===== src/rtl/bcd2bin_seq_pkg.sv =====
// Shared types and constants for the iterative BCD-to-binary converter.
package bcd2bin_seq_pkg;

   typedef enum logic [1:0] {
      IDLE = 2'd0,
      CONV = 2'd1,
      DONE = 2'd2
   } state_e;

   localparam logic [3:0] BCD_MAX     = 4'd9;
   localparam logic [3:0] CORR_THRESH = 4'd8;
   localparam logic [3:0] CORR_VAL    = 4'd3;

   function automatic logic digit_invalid(input logic [3:0] d);
      return (d > BCD_MAX);
   endfunction

endpackage


===== src/rtl/bcd2bin_seq_if.sv =====
// Start/ready/done handshake bundle for bcd2bin_seq, plus a debug view of the FSM state.
interface bcd2bin_seq_if
   import bcd2bin_seq_pkg::*;
#(
   parameter int DIGITS = 3,
   parameter int BIN_W  = 10
);
   // start is taken only on an edge where ready=1; bcd_in is sampled on that
   // same edge. done pulses for one cycle; bin_out/err hold until the next accept.
   logic                  start;
   logic [4*DIGITS-1:0]   bcd_in;
   logic                  ready;
   logic                  busy;
   logic                  done;
   logic                  err;
   logic [BIN_W-1:0]      bin_out;
   state_e                state;

   modport master (
      output start, bcd_in,
      input  ready, busy, done, err, bin_out, state
   );

   modport slave (
      input  start, bcd_in,
      output ready, busy, done, err, bin_out, state
   );
endinterface


===== src/rtl/bcd2bin_seq_digit_corr.sv =====
// One BCD digit correction step of reverse double-dabble: subtract 3 when the digit is >= 8.
module bcd_digit_corr
   import bcd2bin_seq_pkg::*;
(
   input  logic [3:0] d_i,
   output logic [3:0] d_o
);
   assign d_o = (d_i >= CORR_THRESH) ? (d_i - CORR_VAL) : d_i;
endmodule


===== src/rtl/bcd2bin_seq.sv =====
// Iterative BCD-to-binary converter: one shift-and-correct step per clock over
// a {bcd, bin} working register, BIN_W steps per conversion.
module bcd2bin_seq
   import bcd2bin_seq_pkg::*;
#(
   parameter int DIGITS = 3,
   parameter int BIN_W  = 10
)(
   input  logic           clk,
   input  logic           reset,
   bcd2bin_seq_if.slave   bus
);
   localparam int BCD_W = 4 * DIGITS;
   localparam int SR_W  = BCD_W + BIN_W;
   localparam int CNT_W = $clog2(BIN_W + 1);

   state_e              state_q, state_d;
   logic [SR_W-1:0]     sr_q, sr_d;
   logic [CNT_W-1:0]    cnt_q, cnt_d;
   logic [BIN_W-1:0]    bin_q, bin_d;
   logic                err_q, err_d;

   logic [SR_W-1:0]     shifted;
   logic [BCD_W-1:0]    corr_bcd;
   logic [SR_W-1:0]     sr_corr;
   logic                operand_bad;

   assign shifted = sr_q >> 1;

   for (genvar g = 0; g < DIGITS; g++) begin : g_corr
      bcd_digit_corr u_corr (
         .d_i (shifted[BIN_W + 4*g +: 4]),
         .d_o (corr_bcd[4*g +: 4])
      );
   end

   assign sr_corr = {corr_bcd, shifted[BIN_W-1:0]};

   always_comb begin
      operand_bad = 1'b0;
      for (int i = 0; i < DIGITS; i++) begin
         if (digit_invalid(bus.bcd_in[4*i +: 4])) operand_bad = 1'b1;
      end
   end

   always_ff @(posedge clk) begin
      if (!reset) begin
         state_q <= IDLE;
         sr_q    <= '0;
         cnt_q   <= '0;
         bin_q   <= '0;
         err_q   <= 1'b0;
      end else begin
         state_q <= state_d;
         sr_q    <= sr_d;
         cnt_q   <= cnt_d;
         bin_q   <= bin_d;
         err_q   <= err_d;
      end
   end

   always_comb begin
      state_d = state_q;
      sr_d    = sr_q;
      cnt_d   = cnt_q;
      bin_d   = bin_q;
      err_d   = err_q;
      case (state_q)
         IDLE: begin
            if (bus.start) begin
               if (operand_bad) begin
                  // Malformed operand skips conversion entirely and reports at once.
                  err_d   = 1'b1;
                  bin_d   = '0;
                  state_d = DONE;
               end else begin
                  sr_d    = {bus.bcd_in, {BIN_W{1'b0}}};
                  cnt_d   = '0;
                  err_d   = 1'b0;
                  state_d = CONV;
               end
            end
         end
         CONV: begin
            sr_d  = sr_corr;
            cnt_d = cnt_q + CNT_W'(1);
            if (cnt_q == CNT_W'(BIN_W - 1)) begin
               bin_d   = sr_corr[BIN_W-1:0];
               state_d = DONE;
            end
         end
         DONE: state_d = IDLE;
         default: state_d = IDLE;
      endcase
   end

   assign bus.ready   = (state_q == IDLE);
   assign bus.busy    = (state_q == CONV);
   assign bus.done    = (state_q == DONE);
   assign bus.err     = err_q;
   assign bus.bin_out = bin_q;
   assign bus.state   = state_q;
endmodule


===== src/flat_wrapper.sv =====
// flat-port wrapper written by rule: the top's interface ports become plain ports
module bcd2bin_seq_flat import bcd2bin_seq_pkg::*;
#(
   parameter int DIGITS = 3,
   parameter int BIN_W  = 10
)
  (clk, reset, bus_start, bus_bcd_in, bus_ready, bus_busy, bus_done, bus_err, bus_bin_out, bus_state);
  bcd2bin_seq_if #(.DIGITS(DIGITS), .BIN_W(BIN_W)) bus_i ();
  input  logic clk;
  input  logic reset;
  input wire logic [$bits(bus_i.start)-1:0] bus_start;
  input wire logic [$bits(bus_i.bcd_in)-1:0] bus_bcd_in;
  output wire logic [$bits(bus_i.ready)-1:0] bus_ready;
  output wire logic [$bits(bus_i.busy)-1:0] bus_busy;
  output wire logic [$bits(bus_i.done)-1:0] bus_done;
  output wire logic [$bits(bus_i.err)-1:0] bus_err;
  output wire logic [$bits(bus_i.bin_out)-1:0] bus_bin_out;
  output wire logic [$bits(bus_i.state)-1:0] bus_state;
  assign bus_i.start = bus_start;
  assign bus_i.bcd_in = bus_bcd_in;
  assign bus_ready = bus_i.ready;
  assign bus_busy = bus_i.busy;
  assign bus_done = bus_i.done;
  assign bus_err = bus_i.err;
  assign bus_bin_out = bus_i.bin_out;
  assign bus_state = bus_i.state;
  bcd2bin_seq #(.DIGITS(DIGITS), .BIN_W(BIN_W)) u_core (.clk(clk), .reset(reset), .bus(bus_i));
endmodule

===== config.mk =====
export PLATFORM = sky130hd
export DESIGN_NAME = bcd2bin_seq_flat
export DESIGN_NICKNAME = d
export VERILOG_FILES = /design/src/rtl/bcd2bin_seq_pkg.sv /design/src/rtl/bcd2bin_seq_if.sv /design/src/rtl/bcd2bin_seq_digit_corr.sv /design/src/rtl/bcd2bin_seq.sv /design/src/flat_wrapper.sv
export SDC_FILE = /design/constraint.sdc
export NUM_CORES = 1
export LEC_CHECK = 0
export BUFFER_PORTS_ARGS = -buffer_cell sky130_fd_sc_hd__buf_2
export CORE_MARGIN = 4
export CORE_UTILIZATION = 39
export DETAILED_ROUTE_END_ITERATION = 8
export SYNTH_ARGS = -nofsm -noshare
export SYNTH_HDL_FRONTEND = slang
export SYNTH_HIERARCHICAL = 1
export SYNTH_SLANG_ARGS = --single-unit
export TNS_END_PERCENT = 100

===== constraint.sdc =====
create_clock -name clk -period 1.9 [get_ports clk]
set_clock_uncertainty 0.15 [all_clocks]
set_input_delay 0.285 -clock clk [delete_from_list [all_inputs] [get_ports clk]]
set_output_delay 0.285 -clock clk [all_outputs]
set_load 0.01 [all_outputs]

Yosys cells after proc, flatten, opt, wreduce, memory -nomap -nowiden

Cells that the tools add are included.

Add/subtract/negate cells: 4
$mul: 0
Div/mod/pow operators: 0
Order comparisons: 6
Equality and inequality tests: 7
Shift operators: 0
Multiplexer cells: 21
Bitwise operators: 0
Reduce and logical (&&, ||, !) cells: 6

Operators by type and width:

| operator                                                                             | count |
|---|---|
| 22-bit 2-to-1 mux                                                                    | 2 |
| 22-bit one-hot mux with 2 select lines                                               | 1 |
| 10-bit 2-to-1 mux                                                                    | 3 |
| 4-bit 2-to-1 mux                                                                     | 5 |
| 10-bit one-hot mux with 2 select lines                                               | 1 |
| 4-bit > comparator (second input constant)                                           | 3 |
| 4-bit greater-or-equal comparator (second input constant)                            | 2 |
| 4-bit one-hot mux with 2 select lines                                                | 1 |
| 4-bit by 2-bit subtractor with 4-bit output (second input constant)                  | 2 |
| 2-bit 2-to-1 mux                                                                     | 3 |
| 4-bit by 1-bit adder with 4-bit output (second input constant)                       | 1 |
| 4-bit == test (second input constant)                                                | 1 |
| 3-bit by 4-bit greater-or-equal comparator with 1-bit output (second input constant) | 1 |
| 1-bit 2-to-1 mux                                                                     | 4 |
| 2-bit by 1-bit != test with 1-bit output (second input constant)                     | 2 |
| 2-bit != test (second input constant)                                                | 2 |
| 2-bit one-hot mux with 2 select lines                                                | 1 |
| 2-bit AND reduction                                                                  | 2 |
| 4-bit AND reduction                                                                  | 1 |
| 3-bit by 2-bit subtractor with 4-bit output (second input constant)                  | 1 |
| 3-bit AND reduction                                                                  | 1 |
| 2-bit by 1-bit == test with 1-bit output (second input constant)                     | 1 |
| 2-bit == test (second input constant)                                                | 1 |
| 2-bit logical NOT                                                                    | 1 |
| 2-bit nonzero test                                                                   | 1 |

Register bits: 39
Bits in latches: 0
Memory bits (writable): 0
Memory bits (read-only): 0
Bits of input ports: 15
Output and inout port bits: 16
Word-level logic and storage cells: 49
Memories kept: 0

Longest topological paths before layout

Gate-level depths: netlist of the first run.

Depth in word-level cells: 7
Depth in mapped cells: 7

Modules after synthesis

Netlist of the first run, hierarchy kept.

Modules (own cells, without submodules):

| module         | instances | cells an instance | area an instance (um^2) | sequential area each (um^2) |
|---|---|---|---|---|
| bcd2bin_seq    | 1         | 187               | 1675.4                  | 760.7 |
| bcd_digit_corr | 3         | 11                | 76.3                    | 0.0 |

Worst setup path before layout of the first run

No wires, ideal clock.

Path kind: register to register
Start: reg u_core.state_q[1] (netlist: u_core/bus.state[1])
End: reg u_core.sr_q[11]
Setup time: 145 ps
Arrival: 1313 ps
Data required time: 1605 ps
Setup slack: 292 ps
Stages on the path, launching flop included: 8
Path buffers: 2
Path through: dfxtp_1 nand2b_1 buf_4 inv_2 a41o_4 buf_6 nor2_1 a311oi_2

Word-level cells in the longest chain between the ends: 3
Elaborated cells on any way between the ends: 7
Those cells by class: 3 x eq/ne; 1 x mux; 3 x reduce/logical

Ends and longest elaborated chain:

| what                                                                          | RTL line          | source |
|---|---|---|
| from (decl)                                                                   | bcd2bin_seq.sv:17 | `state_e state_q, state_d;` |
| from (signal assigned)                                                        | bcd2bin_seq.sv:54 | `state_q <= state_d;` |
| 2-bit logical NOT or 2-bit by 1-bit == test with 1-bit output (tied branches) | bcd2bin_seq.sv:68 | `case (state_q)` |
| 2-bit != test (no source line) or 2-bit nonzero test (tied branches)          | --                |  |
| 3-bit AND reduction (no source line)                                          | --                |  |
| to (signal assigned)                                                          | bcd2bin_seq.sv:55 | `sr_q <= sr_d;` |
| to (decl)                                                                     | bcd2bin_seq.sv:18 | `logic [SR_W-1:0] sr_q, sr_d;` |

Parallel ways exist; a longest one is shown, timed or not.
A chain may end at the register's enable or synchronous reset.

Worst setup path in the final report of the first run

Start: reg u_core.state_q[1] (netlist: u_core/bus.state[1])
End: out bus_busy

Word-level cells in the longest chain between the ends: 1

Ends and longest elaborated chain:

| what                                     | RTL line           | source |
|---|---|---|
| 2-bit by 1-bit == test with 1-bit output | bcd2bin_seq.sv:98  | `assign bus.busy = (state_q == CONV);` |
| to (decl)                                | flat_wrapper.sv:14 | `output wire logic [$bits(bus_i.busy)-1:0] bus_busy;` |

Every way passes these cells.

==> results of run 1 <==
-- registers in the layout, summed over array words and instances, names as in the netlist --
name,count
u_core/bus.state,2
u_core/sr_q,21
u_core/bus.bin_out,10
u_core/cnt_q,4
u_core/bus.err,1
-- through the flow --
step / hold WS, ps / setup slack [ps] / utilization (%) / cells / total power, mW
6_report: 107.8 / 118.7 / 48.29 / 328 / 1.730
5_1_grt: 138.0 / 24.39 / 48.29 / 328 / 1.824
4_1_cts: 99.07 / 124.3 / 48.05 / 327 / 1.743
3_5_place_dp: 324.0 / 63.21 / 46.04 / 319 / 1.153
3_3_place_gp: 317.6 / 136.0 / 46.04 / 319 / 1.147
2_1_floorplan: 289.7 / 292.0 / - / 224 / 1.069
-- worst min-delay path, stage by stage --
cell,delay [ps]
buf_2,100
nand2_1,50
a311oi_1,80
-- final cells by class --
| cell class | count | area (sq um) | area share, % |
|---|---|---|---|
| multi-input combinational | 163 | 1055 | 46.24 |
| sequential | 38 | 760.7 | 33.35 |
| timing repair buffer | 41 | 245.2 | 10.75 |
| tap | 67 | 83.83 | 3.675 |
| clock buffer | 6 | 82.58 | 3.620 |
| inverter | 11 | 41.29 | 1.810 |
| clock inverter | 2 | 12.51 | 0.5485 |
-- metal layers --
layer | vias to the layer above | track usage [%] | part of all wire (%)
li1 | 851 | - | -
met1 | 809 | 18.73 | 46
met5 | - | 0 | 0
met4 | 0 | 6.406 | 1.3
met2 | 16 | 25.77 | 50
met3 | 4 | 4.176 | 2.7
-- cell families (layout without fill, tap and decap cells) --
group           count (synthesis)  count (layout)  share of synthesized area, %
flops                          38              38                         39.95
simple gates                   81              81                         19.19
other cells                     1               5                        0.1969
xor+xnor                        6               6                         2.760
fa+ha+maj                       8               8                         5.256
buf+inv                        24              60                         6.044
compound gates                 62              63                         26.61
-- final timing paths --
path / from / endpoint / slack [ps] / cells past startpoint
hold reg to reg: u_core/bus.bin_out[4]$_SDFFE_PN0P_ / u_core/bus.bin_out[4]$_SDFFE_PN0P_ / 330 / 2
setup reg to reg: u_core/bus.state[1]$_SDFFE_PN0P_ / u_core/sr_q[16]$_SDFFE_PN0P_ / 160 / 4
setup / recovery: u_core/bus.state[1]$_SDFFE_PN0P_ / bus_busy / 120 / 3
hold / removal: bus_bcd_in[4] / u_core/sr_q[14]$_SDFFE_PN0P_ / 110 / 3
-- layout by cell type, fill, tap and decap left out --
cell	netlist	final
a21boi_1	1	1
a41o_2	0	1
buf_12	0	1
buf_4	2	10
dfxtp_1	38	38
nor3b_1	2	2
a41oi_2	1	1
o21ai_0	4	4
a22oi_1	19	19
xor2_1	3	3
xnor2_1	3	3
clkinv_2	0	1
a311oi_2	9	9
inv_1	9	9
inv_2	1	1
nor2_2	1	1
a311oi_1	3	3
o21ai_1	3	3
a311o_1	1	1
clkbuf_8	0	6
o211ai_1	1	1
clkinvlp_4	0	1
conb_1	1	5
nor2b_1	5	5
ha_1	8	8
a41oi_1	2	2
a21oi_1	16	16
a41o_4	1	1
or3_1	1	1
nand3_1	11	11
o21a_1	1	1
nand2_1	28	28
nand4b_1	2	2
buf_2	2	30
clkinv_1	1	1
nand2b_1	5	5
nor2_1	26	26
-- power by group through the flow --
stage | combinational (mW) | clock [mW] | sequential (mW)
after global placement | 0.265 | 0 | 0.882
final | 0.275 | 0.591 | 0.864
after detailed placement | 0.270 | 0 | 0.883
after floorplan | 0.193 | 0 | 0.877
after global routing | 0.311 | 0.644 | 0.869
after CTS | 0.272 | 0.607 | 0.864
-- what timing repair did --
item | in CTS | in global routing
endpoints found under the hold margin | 0 | 0
setup endpoints to repair | 0 | 3
hold buffers | 0 | 0
==> impl_metrics.py, run 1 <==
metrics = {
    "logic_synthesis": {
        "syn_avg_cell_area_sq_um": 8.656,
        "yosysMostFrequentCell": "dfxtp_1",
        "synth_cell_types": 34,
        "async_flop_share_pct": 0,
        "seq_area_frac_synth_pct": 39.95,
        "netlist_area_sq_um": 1904,
        "yosysTopAreaCell": "dfxtp_1",
        "synth.top_cells.by_count": "dfxtp_1 (38), nand2_1 (28), nor2_1 (26)",
        "ys_warn_count": 6,
        "synth.area.top_cells": "dfxtp_1 (40%), a22oi_1 (7.5%), a311oi_2 (7.1%)",
        "synth_top_area_share_pct": 39.95,
        "ys_ff_latch": 38,
        "syn_inst": 220,
        "synth_ff_type": "dfxtp_1",
        "synth_edf_count": 0,
    },
    "clock_network": {
        "max-clock-path-buffers": 2,
        "cts_tree": "yes",
        "cts_sinks": 38,
        "path_clk_slew_ps": 80,
        "post_cts_buffers": 0,
        "cts_root_buf": "clkbuf_8",
        "cts_buffers": 5,
        "post_cts_resized": 0,
        "htree_num_levels": 2,
        "insertion_delay_ps": 290,
    },
    "global_routing": {
        "overflow": 0,
        "grt_pass1_wl_um": 7500,
        "grt_antenna_before_repair": 0,
        "grt_pass1_vias": 1628,
        "grt_max_degree": 34,
        "grtUsageTotal_pct": 15.49,
    },
    "finish": {
        "drive_gt1_share_pct": 24.14,
        "fin_nets": 283,
        "nFillCells": 471,
        "design_area_sq_um": 2281,
        "diodes": 0,
        "area_delta_synth_final_pct": 19.78,
    },
    "sta": {
        "setup_tns_ps": 0,
        "hold_violations": 0,
        "min_period_ps": 1781,
        "maxSlewHeadroom_pct": 65.98,
        "drv_slew": 0,
        "fmax_mhz": 561.4,
        "worst_pin_slew_ps": 506.9,
        "setup_viol": 0,
        "timing.final.crit_share_pct": 93.75,
        "rsz0062_at_grt": "no",
    },
    "worst_setup_path": {
        "path_max_fanout": 13,
        "crit_type": "flip-flop to output port",
        "start_kind": "flip-flop",
        "path_buf_inv": 2,
        "crit_family": "buffers and inverters",
        "critPathArrivalTime_ps": 1350,
        "max_stage_delay_ps": 340,
        "path_cells": "nand2b_1, inv_2, buf_2",
        "required_ps": 1460,
        "critPathCaptureType": "output port",
        "crit_slowest_cell": "dfxtp_1",
    },
    "run": {
        "drv_cap": 0,
    },
    "place": {
        "gp_congestion": 0.7591,
        "place_area_sq_um": 2175,
        "dp_hpwl_um": 3014,
        "port_buffers": 30,
    },
    "drt": {
        "drc": 0,
        "drt-pass1-iter-count": 4,
        "initialDrtViolationCount": 72,
        "via_per_inst": 5.122,
        "ant_nets": 0,
        "wl_per_cell_um": 13.65,
        "finalWirelength_um": 4477,
        "vias": 1680,
    },
    "power": {
        "p_int_mw": 1.236,
        "p_sw_mw": 0.4938,
        "pwr-share-seq_pct": 49.9,
        "powerDensity_nw_per_um2": 758.3,
        "max-vdd-ir-drop_mv": 0.2579,
        "p_sw_share_pct": 28.55,
        "clock_power_share_pct": 34.2,
        "power.leakage_nw": 0.8959,
        "pwr-share-comb_pct": 15.9,
    },
    "die": {
        "die_w_um": 77.88,
        "initial_core_util_pct": 40.32,
        "coreArea_sq_um": 4723,
        "std_cell_rows": 25,
        "die_area_sq_um": 6065,
        "dieHeight_um": 77.88,
        "io_pins": 31,
    },
    "outcome": {
        "status": "finished clean",
    },
    "hold_path": {
        "hold_class": "input port to flip-flop",
    },
}
No activity file was read; power rests on OpenSTA's default activity.
==> run 2, diff against run 1 <==
- SETUP_SLACK_MARGIN: unset -> 0.3
==> impl_metrics.py, run 2 (same netlist as run 1, synthesis figures left out) <==
metrics = {
    "outcome": {
        "status": "finished clean",
    },
    "global_routing": {
        "overflow": 0,
        "grt_pass1_vias": 1623,
        "grt_pass1_wl_um": 7645,
        "grt_antenna_before_repair": 0,
        "grtUsageTotal_pct": 15.54,
        "grt_max_degree": 22,
    },
    "worst_setup_path": {
        "start_kind": "flip-flop",
        "reg2reg_slack_ps": 400,
        "reg2reg_depth": 4,
        "critPathCaptureType": "output port",
        "required_ps": 1460,
        "crit_type": "flip-flop to output port",
        "path_max_fanout": 6,
        "timing.rr.end": "u_core/sr_q[14]$_SDFFE_PN0P_",
        "r2r-start": "u_core/bus.state[1]$_SDFFE_PN0P_",
        "critPathArrivalTime_ps": 1090,
    },
    "hold_path": {
        "min_to": "u_core/sr_q[14]$_SDFFE_PN0P_",
        "hold_class": "input port to flip-flop",
        "min_path_cells": 3,
        "hold_start": "bus_bcd_in[4]",
    },
    "sta": {
        "min_period_ps": 1524,
        "setup_viol": 0,
        "rsz0062_at_grt": "yes",
        "drv_slew": 0,
        "timing.hold.ws_ps": 127.5,
        "hold_violations": 0,
        "timing.final.crit_share_pct": 80.19,
        "worst_slack_ps": 376.4,
        "fmax_mhz": 656.4,
        "maxSlewHeadroom_pct": 65.38,
        "setup_tns_ps": 0,
        "worst_pin_slew_ps": 515.9,
    },
    "clock_network": {
        "cts_buffers": 5,
        "max-clock-path-buffers": 2,
        "cts_tree": "yes",
        "htree_num_levels": 2,
        "insertion_delay_ps": 290,
        "cts_root_buf": "clkbuf_8",
        "path_clk_slew_ps": 70,
        "cts_sinks": 38,
    },
    "finish": {
        "largest-register": "u_core/sr_q",
        "largest_reg_flops": 21,
        "area_delta_synth_final_pct": 21.02,
        "nFillCells": 448,
        "fin_nets": 285,
        "utilization_pct": 48.79,
        "final_cell_mix": "dfxtp_1 (37), buf_2 (30), nand2_1 (28)",
        "final_common_cell": "dfxtp_1",
        "design_area_sq_um": 2305,
        "fin_cells": 329,
        "drive_gt1_share_pct": 26.34,
        "diodes": 0,
    },
    "die": {
        "initial_core_util_pct": 40.32,
        "coreArea_sq_um": 4723,
        "io_pins": 31,
        "die_w_um": 77.88,
        "std_cell_rows": 25,
        "dieHeight_um": 77.88,
        "die_area_sq_um": 6065,
    },
    "place": {
        "port_buffers": 30,
        "place_area_sq_um": 2163,
        "dp_hpwl_um": 2945,
        "gp_congestion": 0.7855,
        "place_inst": 319,
        "place_ws_ps": 43.79,
    },
    "power": {
        "power_mw": 1.663,
        "power.leakage_nw": 0.9083,
        "max-vdd-ir-drop_mv": 0.2553,
        "powerDensity_nw_per_um2": 721.6,
    },
    "drt": {
        "vias": 1669,
        "ant_nets": 0,
        "initialDrtViolationCount": 96,
        "finalWirelength_um": 4400,
        "drt-pass1-iter-count": 4,
        "wl_per_cell_um": 13.37,
        "drc": 0,
        "via_per_inst": 5.073,
    },
    "run": {
        "drv_cap": 0,
    },
}
[run 2: critical path: stages (launching register included)]
cell and delay, ps:
dfxtp_4 370, nand2b_4 190, inv_4 110, buf_2 140
[run 2: how the worst max path moves through the flow]
stage	start	endpoint	slack, ps
after floorplan	u_core/bus.state[0]$_SDFFE_PN0P_	u_core/sr_q[1]$_SDFFE_PN0P_	360
after global placement	bus_bcd_in[6]	u_core/sr_q[11]$_SDFFE_PN0P_	110
after detailed placement	bus_bcd_in[6]	u_core/sr_q[12]$_SDFFE_PN0P_	40
after CTS	u_core/bus.state[1]$_SDFFE_PN0P_	bus_busy	310
after global routing	u_core/cnt_q[0]$_SDFFE_PN0P_	u_core/bus.bin_out[7]$_SDFFE_PN0P_	250
final	u_core/bus.state[1]$_SDFFE_PN0P_	bus_busy	380
[run 2: cell type report]
type	instances	area (sq um)	area share [%]
clock inverter	2	10.01	0.4343
timing repair buffer	43	255.2	11.07
sequential	38	764.5	33.17
tap	67	83.83	3.637
multi-input combinational	163	1079	46.80
inverter	11	43.79	1.900
clock buffer	5	68.82	2.986
[run 2: power by group]
group          switching, mW  total, mW  internal (mW)
sequential            0.0375      0.865          0.827
combinational          0.159      0.279          0.120
clock                  0.274      0.520          0.246
[run 2: repair_timing]
action	in CTS	in global routing
gates resized for setup	2	8
hold buffers	0	0
setup endpoints to repair	23	25
buffers inserted	2	0
gates cloned	1	0
[run 2: layer usage]
metal	vias to the layer above	track usage, %	wire length (um)
met3	4	3.944	134
met2	24	26.03	2101
met5	-	0	0
met1	781	19.70	2123
li1	860	-	-
met4	0	4.270	41
==> run 3, diff against run 2 <==
- clock period: 1.9 -> 1.3 ns (I/O delays scaled with it)
==> impl_metrics.py, run 3 (same netlist as run 1, synthesis figures left out) <==
metrics = {
    "outcome": {
        "status": "finished with violations",
        "violations": "negative setup slack",
    },
    "die": {
        "die_area_sq_um": 6065,
        "coreArea_sq_um": 4723,
        "io_pins": 31,
        "die_w_um": 77.88,
        "std_cell_rows": 25,
        "dieHeight_um": 77.88,
        "initial_core_util_pct": 40.32,
    },
    "clock_network": {
        "cts_buffers": 5,
        "cts_tree": "yes",
        "path_clk_slew_ps": 80,
        "insertion_delay_ps": 290,
        "max-clock-path-buffers": 2,
        "cts_sinks": 38,
        "htree_num_levels": 2,
        "cts_root_buf": "clkbuf_8",
        "holdBufCountCts": 0,
    },
    "place": {
        "gp_congestion": 0.8171,
        "dp_hpwl_um": 3127,
        "port_buffers": 30,
        "place_area_sq_um": 2379,
        "place_ws_ps": -329.1,
    },
    "finish": {
        "drive_gt1_share_pct": 50.49,
        "final_common_cell": "buf_4",
        "largest-register": "u_core/sr_q",
        "design_area_sq_um": 3090,
        "largest_reg_flops": 21,
        "utilization_pct": 65.43,
        "area_delta_synth_final_pct": 62.29,
        "diodes": 0,
        "fin_nets": 327,
        "final_cell_mix": "buf_4 (37), nand2_1 (28), buf_6 (24)",
    },
    "sta": {
        "worst_slack_ps": -238.1,
        "rsz0062_at_grt": "yes",
        "fmax_mhz": 650.2,
        "hold_violations": 0,
        "setup_viol": 42,
        "timing.hold.ws_ps": 38.44,
        "min_period_ps": 1538,
        "timing.final.crit_share_pct": 118.3,
        "drv_slew": 0,
    },
    "power": {
        "power_mw": 2.903,
        "p_int_mw": 2.100,
        "pwr-share-seq_pct": 43.5,
        "p_sw_share_pct": 27.66,
        "pwr-share-comb_pct": 23.2,
        "power.leakage_nw": 1.239,
        "clock_power_share_pct": 33.4,
        "p_sw_mw": 0.8029,
        "powerDensity_nw_per_um2": 939.2,
        "max-vdd-ir-drop_mv": 0.5131,
    },
    "global_routing": {
        "grtUsageTotal_pct": 17.45,
        "grt_pass1_wl_um": 8473,
        "grt_pass1_vias": 1802,
        "grt_max_degree": 22,
        "overflow": 0,
        "grt_antenna_before_repair": 0,
    },
    "worst_setup_path": {
        "start_kind": "flip-flop",
        "max_stage_delay_ps": 390,
        "critPathArrivalTime_ps": 1590,
        "crit_slowest_cell": "dfxtp_4",
        "path_cells": "nand2b_4, inv_6, a41o_4, clkbuf_16, a311oi_2",
        "critPathCaptureType": "flip-flop",
        "crit_type": "flip-flop to flip-flop",
        "required_ps": 1350,
        "path_max_fanout": 5,
    },
    "run": {
        "drv_cap": 0,
    },
    "drt": {
        "ant_nets": 0,
        "drt-pass1-iter-count": 4,
        "initialDrtViolationCount": 104,
        "vias": 1918,
        "drc": 0,
        "wl_per_cell_um": 14.87,
        "via_per_inst": 5.156,
        "finalWirelength_um": 5532,
    },
    "hold_path": {
        "hold_class": "input port to flip-flop",
    },
}
-- run 3: cell count changes in the layout (fill, tap and decap cells not counted), moves of 12 or more --
cell	delta
buf_2	-15
nor2_1	-12
dfxtp_1	-14
dfxtp_2	+12
buf_6	+24
buf_4	+25
-- run 3: what timing repair did --
item	in CTS	in global routing
setup buffers	15	7
gates resized for setup	48	30
endpoints found under the setup margin	54	54
pin swaps	20	19
hold endpoints to repair	0	0
gates cloned	3	2
-- run 3: final cells by class --
| class | instances | area (sq um) |
|---|---|---|
| Sequential cell | 38 | 787.0 |
| Timing Repair Buffer | 85 | 808.3 |
| Clock buffer | 8 | 111.4 |
| Inverter | 11 | 46.29 |
| Multi-Input combinational cell | 163 | 1254 |
| Tap cell | 67 | 83.83 |
| Fill cell | 353 | 1633 |
-- run 3: power by group through the flow --
| stage | Sequential [mW] | Combinational, mW | Clock [mW] |
|---|---|---|---|
| floorplan | 1.29 | 0.304 | 0 |
| global route | 1.27 | 0.720 | 1.04 |
| finish | 1.26 | 0.672 | 0.969 |
| global placement | 1.28 | 0.475 | 0 |
| detailed placement | 1.28 | 0.479 | 0 |
| CTS | 1.26 | 0.558 | 0.993 |
-- run 3: worst max-delay path: cells and delay by family (launching register included) --
kind                   cells  cell delay (ps)
buffers and inverters      2              230
AND/OR/NAND/NOR            1              160
AO/OA/AOI/OAI              2              520
flip-flops                 1              390
-- run 3: worst paths after layout --
path / cells after the start / slack [ps] / end / from
worst max-delay path: 5 / -240 / u_core/sr_q[18]$_SDFFE_PN0P_ / u_core/bus.state[1]$_SDFFE_PN0P_
worst max register to register: 5 / -240 / u_core/sr_q[18]$_SDFFE_PN0P_ / u_core/bus.state[1]$_SDFFE_PN0P_
worst min-delay path: 3 / 40 / u_core/sr_q[14]$_SDFFE_PN0P_ / bus_bcd_in[4]
worst min register to register: 1 / 350 / u_core/bus.err$_SDFFE_PN0P_ / u_core/bus.err$_SDFFE_PN0P_
-- run 3: per-stage QoR --
| step | TNS [ps] | instances |
|---|---|---|
| global route | -7860 | 372 |
| global placement | -7886 | 337 |
| finish | -5383 | 372 |
| CTS | -4173 | 363 |
| detailed placement | -8348 | 337 |
| floorplan | -3997 | 224 |
-- run 3: metal layers --
layer	track usage (%)	up-vias	routed length, um
met5	0	-	0
met4	5.338	0	131
met2	29.88	40	2822
met3	4.176	13	250
li1	-	944	-
met1	21.47	921	2327
